`src/rtl/fetch_sequencer_pkg.sv`:
```
// Shared definitions for the instruction fetch front end and the decoder:
// micro-step codes, trap causes, the NOP encoding and the sequencer FSM states.
package fetch_sequencer_pkg;

  localparam logic [2:0] STEP_0    = 3'd0;
  localparam logic [2:0] STEP_1    = 3'd1;
  localparam logic [2:0] STEP_2    = 3'd2;
  localparam logic [2:0] STEP_DONE = 3'd3;

  localparam logic [3:0] CAUSE_MISALIGNED = 4'd0;
  localparam logic [3:0] CAUSE_ACCESS     = 4'd1;
  localparam logic [3:0] CAUSE_ILLEGAL    = 4'd2;

  localparam logic [31:0] NOP_INSN = 32'h0000_0013;

  typedef enum logic [1:0] {
    S_FETCH = 2'd0,
    S_EXEC  = 2'd1,
    S_TRAP  = 2'd2
  } fsm_state_e;

  // Instruction fetches must be 32-bit aligned.
  function automatic logic word_aligned(input logic [1:0] lo);
    return (lo == 2'b00);
  endfunction

endpackage

```
`src/rtl/fetch_sequencer.sv`:
```
// Instruction fetch front end: Wishbone-classic fetch, IR / micro-step register,
// PC ownership and trap generation for misaligned, faulting or illegal instructions.
module fetch_sequencer
  import fetch_sequencer_pkg::*;
#(
  parameter int                ADDR_W   = 64,
  parameter logic [ADDR_W-1:0] RESET_PC = ADDR_W'(64'h0),
  parameter logic [ADDR_W-1:0] TRAP_PC  = ADDR_W'(64'h100)
) (
  input  logic              clk_i,
  input  logic              reset_i,
  output logic [ADDR_W-1:0] iadr_o,
  output logic              icyc_o,
  output logic              istb_o,
  input  logic              iack_i,
  input  logic              ierr_i,
  input  logic [31:0]       idat_i,
  output logic [31:0]       ir_o,
  output logic [2:0]        state_o,
  input  logic [2:0]        nstate_i,
  input  logic              defined_i,
  input  logic              pc_ld_i,
  input  logic [ADDR_W-1:0] pc_new_i,
  output logic [ADDR_W-1:0] pc_o,
  output logic [ADDR_W-1:0] ipc_o,
  output logic              trap_o,
  output logic [3:0]        cause_o,
  output logic [ADDR_W-1:0] epc_o
);

  fsm_state_e        state_r, state_nxt_s;
  logic [ADDR_W-1:0] pc_r, pc_nxt_s;
  logic [ADDR_W-1:0] ipc_r, ipc_nxt_s;
  logic [ADDR_W-1:0] epc_r, epc_nxt_s;
  logic [ADDR_W-1:0] exec_pc_s;
  logic [31:0]       ir_r, ir_nxt_s;
  logic [2:0]        step_r, step_nxt_s;
  logic [3:0]        cause_r, cause_nxt_s;
  logic              icyc_r, icyc_nxt_s;
  logic              trap_r, trap_nxt_s;

  // FSM state register.
  always_ff @(posedge clk_i) begin
    if (!reset_i) begin
      state_r <= S_FETCH;
    end else begin
      state_r <= state_nxt_s;
    end
  end

  // FSM next-state logic; a bus error outranks a simultaneous ack.
  always_comb begin
    state_nxt_s = state_r;
    case (state_r)
      S_FETCH: begin
        if (icyc_r) begin
          if (ierr_i) begin
            state_nxt_s = S_TRAP;
          end else if (iack_i) begin
            state_nxt_s = S_EXEC;
          end else begin
            state_nxt_s = S_FETCH;
          end
        end else if (!word_aligned(pc_r[1:0])) begin
          state_nxt_s = S_TRAP;
        end else begin
          state_nxt_s = S_FETCH;
        end
      end
      S_EXEC: begin
        if (!defined_i) begin
          state_nxt_s = S_TRAP;
        end else if (nstate_i == STEP_DONE) begin
          state_nxt_s = S_FETCH;
        end else begin
          state_nxt_s = S_EXEC;
        end
      end
      S_TRAP:  state_nxt_s = S_FETCH;
      default: state_nxt_s = S_FETCH;
    endcase
  end

  // FSM output logic: next values of every registered output.
  always_comb begin
    pc_nxt_s    = pc_r;
    ipc_nxt_s   = ipc_r;
    epc_nxt_s   = epc_r;
    ir_nxt_s    = ir_r;
    step_nxt_s  = step_r;
    cause_nxt_s = cause_r;
    icyc_nxt_s  = icyc_r;
    trap_nxt_s  = 1'b0;
    exec_pc_s   = pc_ld_i ? pc_new_i : pc_r;
    case (state_r)
      S_FETCH: begin
        if (icyc_r) begin
          if (ierr_i) begin
            icyc_nxt_s  = 1'b0;
            trap_nxt_s  = 1'b1;
            cause_nxt_s = CAUSE_ACCESS;
            epc_nxt_s   = pc_r;
          end else if (iack_i) begin
            icyc_nxt_s = 1'b0;
            ir_nxt_s   = idat_i;
            ipc_nxt_s  = pc_r;
            pc_nxt_s   = pc_r + {{(ADDR_W-3){1'b0}}, 3'd4};
            step_nxt_s = STEP_0;
          end else begin
            icyc_nxt_s = 1'b1;
          end
        end else if (!word_aligned(pc_r[1:0])) begin
          trap_nxt_s  = 1'b1;
          cause_nxt_s = CAUSE_MISALIGNED;
          epc_nxt_s   = pc_r;
        end else begin
          icyc_nxt_s = 1'b1;
        end
      end
      S_EXEC: begin
        if (!defined_i) begin
          trap_nxt_s  = 1'b1;
          cause_nxt_s = CAUSE_ILLEGAL;
          epc_nxt_s   = ipc_r;
        end else begin
          step_nxt_s = nstate_i;
          pc_nxt_s   = exec_pc_s;
          // The bus cycle opens together with the transition so fetch starts at once.
          icyc_nxt_s = (nstate_i == STEP_DONE) && word_aligned(exec_pc_s[1:0]);
        end
      end
      S_TRAP: begin
        pc_nxt_s   = TRAP_PC;
        step_nxt_s = STEP_DONE;
        icyc_nxt_s = word_aligned(TRAP_PC[1:0]);
      end
      default: begin
        icyc_nxt_s = 1'b0;
      end
    endcase
  end

  // Datapath and output registers.
  always_ff @(posedge clk_i) begin
    if (!reset_i) begin
      pc_r    <= RESET_PC;
      ipc_r   <= RESET_PC;
      epc_r   <= {ADDR_W{1'b0}};
      ir_r    <= NOP_INSN;
      step_r  <= STEP_DONE;
      cause_r <= CAUSE_MISALIGNED;
      icyc_r  <= 1'b0;
      trap_r  <= 1'b0;
    end else begin
      pc_r    <= pc_nxt_s;
      ipc_r   <= ipc_nxt_s;
      epc_r   <= epc_nxt_s;
      ir_r    <= ir_nxt_s;
      step_r  <= step_nxt_s;
      cause_r <= cause_nxt_s;
      icyc_r  <= icyc_nxt_s;
      trap_r  <= trap_nxt_s;
    end
  end

  assign iadr_o  = {pc_r[ADDR_W-1:2], 2'b00};
  assign icyc_o  = icyc_r;
  assign istb_o  = icyc_r;
  assign ir_o    = ir_r;
  assign state_o = step_r;
  assign pc_o    = pc_r;
  assign ipc_o   = ipc_r;
  assign trap_o  = trap_r;
  assign cause_o = cause_r;
  assign epc_o   = epc_r;

endmodule

```
`config.mk`:
```
export PLATFORM = sky130hd
export DESIGN_NAME = fetch_sequencer
export DESIGN_NICKNAME = d
export VERILOG_FILES = /design/src/rtl/fetch_sequencer_pkg.sv /design/src/rtl/fetch_sequencer.sv
export SDC_FILE = /design/constraint.sdc
export NUM_CORES = 1
export LEC_CHECK = 0
export ABC_AREA = 1
export CAP_MARGIN = 20
export CORE_MARGIN = 4
export CORE_UTILIZATION = 50
export CTS_BUF_LIST = sky130_fd_sc_hd__clkbuf_16
export DETAILED_ROUTE_END_ITERATION = 10
export PLACE_DENSITY = 0.87
export SLEW_MARGIN = 0
export SYNTH_ARGS = -nofsm -noshare
export SYNTH_HDL_FRONTEND = slang
export SYNTH_SLANG_ARGS = --single-unit
```
`constraint.sdc`:
```
create_clock -name clk_i -period 3.35 [get_ports clk_i]
set_input_delay 0.335 -clock clk_i [delete_from_list [all_inputs] [get_ports clk_i]]
set_output_delay 0.335 -clock clk_i [all_outputs]
set_load 0.005 [all_outputs]
```
==> results of run 1 <==
## cells in the final DEF, fill, tap and decap left out, types with 2 or more instances in the layout
cell             netlist  final
nand2_2               14     14
nor3_1                 2      2
clkinv_2               0      6
ha_1                   5      4
nand2_4                4      4
nand3_1               48     48
nand2_1              367    367
a31oi_1               64     64
o31ai_1                2      2
nor2_2                 7      7
nor2_4                 4      4
clkbuf_16              0     25
bufinv_16              0      4
buf_12                 0      4
dfxtp_1              232    232
a21oi_1              195    195
nor2_1               167    167
clkdlybuf4s50_1        0    397
o21ai_1               25     25
inv_2                 14     14
o21ai_0              222    222
inv_1                 88     98
buf_4                 76      6
xor2_1                15     15
nor2_8                 5      5
a22oi_1                5      5
conb_1                 1      4
a211oi_1               2      2
nand4_1               15     15
## final cells by class
class | instances | area, um^2
well taps | 313 | 392
clock buffers | 25 | 626
repair buffers | 408 | 4110
flip-flops and latches | 232 | 4640
fillers | 1848 | 6770
multi-input cells | 1179 | 5660
clock inverters | 21 | 195
inverters | 103 | 388
## stage by stage
| stage | hold slack [ns] | util (%) |
|---|---|---|
| 2_1_floorplan | 0.453 | - |
| 3_3_place_gp | 0.438 | 66.7 |
| 3_5_place_dp | 0.450 | 66.7 |
| 4_1_cts | 0.295 | 70.3 |
| 5_1_grt | 0.318 | 70.3 |
| 6_report | 0.280 | 70.3 |
## final timing paths
kind,startpoint,endpoint,slack (ns)
setup reg to reg,state_r[1],epc_o[10],0.83
hold reg to reg,ir_o[1],ir_o[1],0.46
setup / recovery,state_r[1],epc_o[10],0.83
hold / removal,reset_i,ir_o[1],0.28
## routing by layer
metal	up-vias	part of all wire [%]	global-route usage (%)
met3	98	9.1	8.13
met5	-	0.068	0
li1	6055	-	-
met2	613	49	54.3
met1	5973	39	37.2
met4	6	3.5	9.54
## flip-flops by register name, indices dropped and copies added (netlist names)
| signal | count |
|---|---|
| state_o | 3 |
| state_r | 2 |
| cause_o | 2 |
| icyc_o | 1 |
| epc_o | 64 |
| pc_o | 64 |
| ir_o | 32 |
| ipc_o | 64 |
## worst max-delay path, stage by stage, from the launching register on
cell and delay [ns]:
dfxtp_1 0.39, inv_1 0.09, ha_2 0.25, inv_2 0.53, a21oi_1 0.13, o21ai_1 0.20
clkinv_2 0.09, buf_4 0.30, o21ai_0 0.28, a31oi_1 0.08
## kinds of logic (layout without fill, tap and decap cells)
group	count (synthesis)	count (layout)	share of synthesized area, %
buf+inv	270	557	11.5
compound gates	517	517	23.2
other cells	1	4	0.0323
fa+ha+maj	5	5	0.538
flops	232	232	40.0
xor+xnor	15	15	1.13
simple gates	638	638	23.6
## power groups by stage
stage / registers (W) / clock network [W] / logic [W]
6_report: 0.00356 / 0.00280 / 0.00226
5_1_grt: 0.00361 / 0.00294 / 0.00246
4_1_cts: 0.00355 / 0.00282 / 0.00227
3_5_place_dp: 0.00360 / 0 / 0.00225
3_3_place_gp: 0.00359 / 0 / 0.00220
2_1_floorplan: 0.00352 / 0 / 0.00108
==> flow_metrics.py, run 1 <==
metrics = {
    "sta": {
        "timing.final.crit_share_pct": 75.1,
        "worst_slack_ns": 0.834,
        "fmax_mhz": 397,
        "fin_skew_ns": 0.0140,
        "fin_crit_ns": 2.52,
        "fin_setup_tns_ns": 0,
        "rsz0062_at_grt": "false",
        "max_slew_margin_pct": 31.4,
        "hold_violations": 0,
        "drv_slew": 0,
        "worstMarginPinSlew_ns": 1.03,
        "setup_violations": 0,
    },
    "detailed_routing": {
        "post-route-drc-count": 0,
        "vias_per_cell": 5.59,
        "wl_um": 42500,
        "ant_nets": 0,
        "vias": 12700,
        "wl_per_cell_um": 18.6,
        "drtIter0Drc": 1088,
        "first_pass_iters": 5,
    },
    "power_and_ir_drop": {
        "p_switching_w": 0.00261,
        "total_power_w": 0.00863,
        "p_sw_share_pct": 30.2,
        "leakagePower_nw": 5.97,
        "power_density_mw_per_mm2": 539,
        "clkPwrFrac_pct": 32.5,
        "pwr-share-seq_pct": 41.3,
        "combPwrFrac_pct": 26.2,
        "p_int_w": 0.00602,
        "vdd_drop_max_v": 0.000414,
    },
    "logic_synthesis": {
        "synth_seq_cells": 232,
        "synthTopCellsByArea": "dfxtp_1, nand2_1, o21ai_0",
        "synth_top_cell_area_share_pct": 40.0,
        "yosysWarningCount": 0,
        "synth-edff-count": 0,
        "ys_async_sr_fraction_pct": 0,
        "syn_inst": 1678,
        "synthMostInstantiatedCell": "nand2_1",
        "yosysTopAreaCell": "dfxtp_1",
        "synth-seq-area-share_pct": 40.0,
        "synth_flop_cell": "dfxtp_1",
        "ys_types": 36,
        "netlist_top_cells_count": "nand2_1, dfxtp_1, o21ai_0, a21oi_1, nor2_1",
        "synth_area_per_cell_um2": 6.92,
        "syn_area_mm2": 0.0116,
    },
    "placed_design": {
        "place_inst": 2235,
        "hpwlAfterDp_um": 30300,
        "dp_slack_ns": 0.869,
        "dpl_cell_area_mm2": 0.0152,
        "place_congestion": 0.949,
        "portBuffers": 398,
    },
    "worst_setup_path": {
        "crit_type": "flop to flop",
        "r2r_cells": 9,
        "crit_fanout": 64,
        "crit_required_ns": 3.72,
        "worstSetupEndpointType": "flop",
        "arrival_ns": 2.88,
        "start_kind": "flop",
    },
    "clock_network": {
        "ctsHoldBuffers": 0,
        "path_clk_slew_ns": 0.06,
        "cts_buffers": 25,
        "htreeDepth": 1,
        "cts.sinks": 232,
        "clockRootBuffer": "clkbuf_16",
        "post_cts_resized": 0,
        "cts_setup_buffers": 0,
        "clk_path_buf_depth": 3,
        "cts_tree": "yes",
        "clk_latency_ns": 0.52,
    },
    "run": {
        "maxCapViolCount": 0,
    },
    "grt": {
        "overflow": 0,
        "grt_pass1_vias": 12200,
        "grt_pass1_wl_um": 66300,
        "antenna_found_initial": 3,
        "track_usage_pct": 31.0,
        "grt_max_degree": 161,
    },
    "floorplan": {
        "die_w_um": 160,
        "dieHeight_um": 160,
        "core_mm2": 0.0228,
        "dieArea_mm2": 0.0257,
        "pin_count": 403,
        "num_rows": 55,
        "initial_core_util_pct": 51.0,
    },
    "finish": {
        "fin_nets": 2059,
        "areaGrowthSynthToFinish_pct": 37.8,
        "finalNonFillerCells": 2281,
        "stdcell_area_mm2": 0.0160,
        "layout-drive-gt1-share_pct": 5.23,
        "n_antenna_cell": 0,
    },
    "status": {
        "status": "finished clean",
    },
    "min_path": {
        "hold_depth": 2,
        "min_path_type": "input pin to flop",
    },
}
No activity file was read; power rests on OpenSTA's default activity.
==> run 2, diff against run 1 <==
- CORE_UTILIZATION: 50 -> 42
- PLACE_DENSITY: 0.87 -> 0.78
- clock period: 3.35 -> 2.29 ns (I/O delays scaled with it)
==> flow_metrics.py, run 2 (synthesis results as in run 1) <==
metrics = {
    "finish": {
        "n_antenna_cell": 0,
        "final_common_cell": "clkdlybuf4s50_1",
        "final_cell_mix": "clkdlybuf4s50_1, nand2_1, dfxtp_1",
        "layout-drive-gt1-share_pct": 7.86,
        "areaGrowthSynthToFinish_pct": 42.2,
        "fin_nets": 2113,
        "finish.utilization_pct": 61.0,
    },
    "clock_network": {
        "cts.sinks": 232,
        "ctsHoldBuffers": 0,
        "clk_latency_ns": 0.53,
        "htreeDepth": 1,
        "path_clk_slew_ns": 0.06,
        "post_cts_resized": 0,
        "clockRootBuffer": "clkbuf_16",
        "cts_buffers": 25,
        "cts_setup_buffers": 0,
        "cts_tree": "yes",
        "clk_path_buf_depth": 3,
    },
    "placed_design": {
        "dp_slack_ns": 0.204,
        "portBuffers": 398,
        "place_congestion": 0.975,
        "hpwlAfterDp_um": 32200,
    },
    "grt": {
        "track_usage_pct": 26.6,
        "overflow": 0,
        "grt_pass1_vias": 12100,
        "antenna_found_initial": 5,
        "grt_pass1_wl_um": 66700,
        "grt_max_degree": 129,
    },
    "sta": {
        "timing.final.crit_share_pct": 89.1,
        "worst_slack_ns": 0.251,
        "fin_skew_ns": 0.00741,
        "drv_slew": 0,
        "fmax_mhz": 490,
        "rsz0062_at_grt": "false",
        "fin_setup_tns_ns": 0,
        "hold_violations": 0,
        "setup_violations": 0,
        "fin_crit_ns": 2.04,
    },
    "worst_setup_path": {
        "arrival_ns": 2.50,
        "worstSetupEndpointType": "flop",
        "reg2reg_from": "state_r[1]",
        "crit_fanout": 26,
        "start_kind": "flop",
        "crit_required_ns": 2.75,
        "r2r_slack_ns": 0.25,
        "crit_type": "flop to flop",
        "worstReg2RegEnd": "pc_o[58]",
        "r2r_cells": 10,
    },
    "floorplan": {
        "dieHeight_um": 174,
        "initial_core_util_pct": 42.9,
        "die_w_um": 174,
        "core_mm2": 0.0271,
        "pin_count": 403,
        "dieArea_mm2": 0.0304,
        "num_rows": 60,
    },
    "run": {
        "maxCapViolCount": 0,
    },
    "detailed_routing": {
        "wl_per_cell_um": 18.0,
        "drtIter0Drc": 859,
        "ant_nets": 0,
        "post-route-drc-count": 0,
        "wl_um": 43100,
        "vias": 12600,
        "first_pass_iters": 5,
        "vias_per_cell": 5.27,
    },
    "min_path": {
        "hold_depth": 3,
        "min_from": "reset_i",
        "worst_hold_path.endpoint": "pc_o[8]",
        "min_path_type": "input pin to flop",
    },
    "power_and_ir_drop": {
        "leakagePower_nw": 6.23,
        "vdd_drop_max_v": 0.000529,
        "power_density_mw_per_mm2": 770,
    },
    "status": {
        "status": "finished clean",
    },
}
==> run 2: how the worst max path moves through the flow <==
stage               slack [ns]         to        from  cells past startpoint
CTS                       0.22   pc_o[19]  state_r[1]                     10
floorplan                 0.56  epc_o[29]  state_r[1]                     11
global route              0.03   pc_o[53]  state_r[1]                     10
detailed placement        0.20   pc_o[16]   defined_i                     10
global placement          0.25   pc_o[58]   defined_i                     10
finish                    0.25   pc_o[58]  state_r[1]                     10
==> run 2: power breakdown <==
| group | internal (W) | switching [W] |
|---|---|---|
| clock | 0.00232 | 0.00169 |
| combinational | 0.00197 | 0.00170 |
| sequential | 0.00459 | 0.000447 |
| total | 0.00888 | 0.00384 |
==> run 2: area by class of cell <==
class	count	area, um^2
clock buffers	25	626
clock inverters	21	175
fillers	2466	10600
inverters	103	388
multi-input cells	1179	5660
flip-flops and latches	232	4640
well taps	372	465
repair buffers	462	4570
==> run 2: metal layers <==
layer | share of wire [%] | vias to the layer above | GRT usage, % | routed length [um]
met5 | 0.17 | - | 0 | 75
met4 | 3.1 | 10 | 7.72 | 1330
met3 | 7.8 | 83 | 6.26 | 3370
met2 | 48 | 514 | 45.7 | 20500
met1 | 41 | 5839 | 33.2 | 17800
li1 | - | 6167 | - | -
==> run 2: stage by stage <==
stage / instance area, um^2 / hold WS (ns) / std cells / total power [W]
after floorplan: 11600 / 0.355 / 1681 / 0.00673
after global placement: 15700 / 0.444 / 2348 / 0.00870
after detailed placement: 15700 / 0.449 / 2348 / 0.00877
after CTS: 16500 / 0.142 / 2394 / 0.0128
after global routing: 16500 / 0.171 / 2394 / 0.0133
final: 16500 / 0.164 / 2394 / 0.0127
==> run 2: critical path: stages (launching register included) <==
cell     delay [ns]
dfxtp_1        0.39
inv_1          0.08
ha_2           0.23
nand2_1        0.19
nand4_4        0.16
inv_2          0.11
o21ai_4        0.06
inv_2          0.28
buf_12         0.21
o21ai_0        0.11
a21oi_2        0.14
==> run 3, diff against run 2 <==
- CORE_MARGIN: 4 -> default
- PLACE_DENSITY: 0.78 -> default
- PLACE_DENSITY_LB_ADDON: default -> 0.3
==> flow_metrics.py, run 3 (synthesis results as in run 1) <==
metrics = {
    "status": {
        "status": "finished clean",
    },
    "finish": {
        "finish.utilization_pct": 61.4,
        "final_cell_mix": "clkdlybuf4s50_1, nand2_1, dfxtp_1",
        "layout-drive-gt1-share_pct": 7.81,
        "fin_nets": 2114,
        "n_fill_cell": 2492,
        "final_common_cell": "clkdlybuf4s50_1",
        "areaGrowthSynthToFinish_pct": 42.8,
    },
    "min_path": {
        "min_path_type": "input pin to flop",
    },
    "detailed_routing": {
        "met1_length_um": 17500,
        "wl_per_cell_um": 17.5,
        "wl_um": 41500,
        "wl_met3_um": 3090,
        "vias": 12700,
        "post-route-drc-count": 0,
        "vias_per_cell": 5.36,
        "first_pass_iters": 5,
        "ant_nets": 0,
        "highest_layer": "met5",
        "wl_met2_um": 19600,
        "drtIter0Drc": 834,
    },
    "sta": {
        "hold_violations": 0,
        "fin_crit_ns": 2.08,
        "rsz0062_at_grt": "false",
        "fmax_mhz": 482,
        "timing.final.crit_share_pct": 90.7,
        "worst_slack_ns": 0.214,
        "fin_skew_ns": 0.0228,
        "fin_setup_tns_ns": 0,
        "fin_hold_ws_ns": 0.131,
        "setup_violations": 0,
        "drv_slew": 0,
    },
    "grt": {
        "grt_pass1_vias": 11800,
        "grt_max_degree": 78,
        "grt_pass1_wl_um": 64700,
        "track_usage_pct": 28.3,
        "overflow": 0,
        "antenna_found_initial": 4,
    },
    "clock_network": {
        "cts_setup_buffers": 0,
        "cts_tree": "yes",
        "clockRootBuffer": "clkbuf_16",
        "htreeDepth": 1,
        "cts.sinks": 232,
        "clk_path_buf_depth": 3,
        "ctsHoldBuffers": 0,
        "cts_buffers": 26,
        "path_clk_slew_ns": 0.06,
        "post_cts_resized": 0,
        "clk_latency_ns": 0.54,
    },
    "floorplan": {
        "core_mm2": 0.0270,
        "die_w_um": 168,
        "initial_core_util_pct": 43.0,
        "num_rows": 60,
        "dieHeight_um": 168,
        "dieArea_mm2": 0.0283,
        "pin_count": 403,
    },
    "power_and_ir_drop": {
        "vdd_drop_max_v": 0.000482,
        "power_density_mw_per_mm2": 783,
        "leakagePower_nw": 6.29,
    },
    "placed_design": {
        "hpwlAfterDp_um": 30600,
        "place_congestion": 0.998,
        "portBuffers": 398,
        "dp_slack_ns": 0.221,
    },
    "worst_setup_path": {
        "crit_required_ns": 2.75,
        "crit_type": "flop to flop",
        "worstSetupEndpointType": "flop",
        "arrival_ns": 2.53,
        "crit_fanout": 31,
        "start_kind": "flop",
    },
    "run": {
        "maxCapViolCount": 0,
    },
}
[run 3: changes by cell type in the layout (fill, tap and decap cells not counted), sizes merged]
cell    previous run  this run
clkinv            16         7
inv              104       111
clkbuf            25        27
diode              0         2
bufinv             3         4
[run 3: final timing paths]
| check | startpoint | end | slack, ns | cells after the start |
|---|---|---|---|---|
| worst max-delay path | state_r[1] | pc_o[19] | 0.21 | 10 |
| worst min-delay path | reset_i | pc_o[8] | 0.13 | 3 |
| worst max register to register | state_r[1] | pc_o[19] | 0.21 | 10 |
| worst min register to register | ir_o[4] | ir_o[4] | 0.46 | 2 |
[run 3: power by group]
part	leakage, nW	switching, W	internal (W)
combinational	3.93	0.00168	0.00198
sequential	1.90	0.000452	0.00459
clock	0.458	0.00172	0.00258
[run 3: area by class of cell]
cell class              instances  area (um^2)  share of cell area, %
well taps                     341          427                   2.57
inverters                     103          388                   2.34
clock buffers                  27          676                   4.07
flip-flops and latches        232         4640                   28.0
diodes                          2         5.00                 0.0302
multi-input cells            1179         5660                   34.1
clock inverters                20          199                   1.20
repair buffers                462         4600                   27.7
[run 3: metrics by stage]
step	cells	power, W	area, um^2
2_1_floorplan	1681	0.00673	11600
3_3_place_gp	2317	0.00869	15700
3_5_place_dp	2317	0.00875	15700
4_1_cts	2364	0.0131	16600
5_1_grt	2365	0.0136	16600
6_report	2366	0.0130	16600
[run 3: metal layers]
layer	up-vias	track usage, %
met5	-	0
met4	2	9.84
met3	96	5.50
met2	503	47.9
met1	5901	35.9
li1	6171	-
[run 3: critical path, cell delays in order (launching register included)]
cell     delay, ns
dfxtp_1       0.38
inv_1         0.08
ha_2          0.24
nand2_1       0.20
nand4_4       0.16
inv_2         0.12
o21ai_4       0.07
inv_2         0.23
buf_12        0.21
o21ai_0       0.12
a21oi_1       0.18
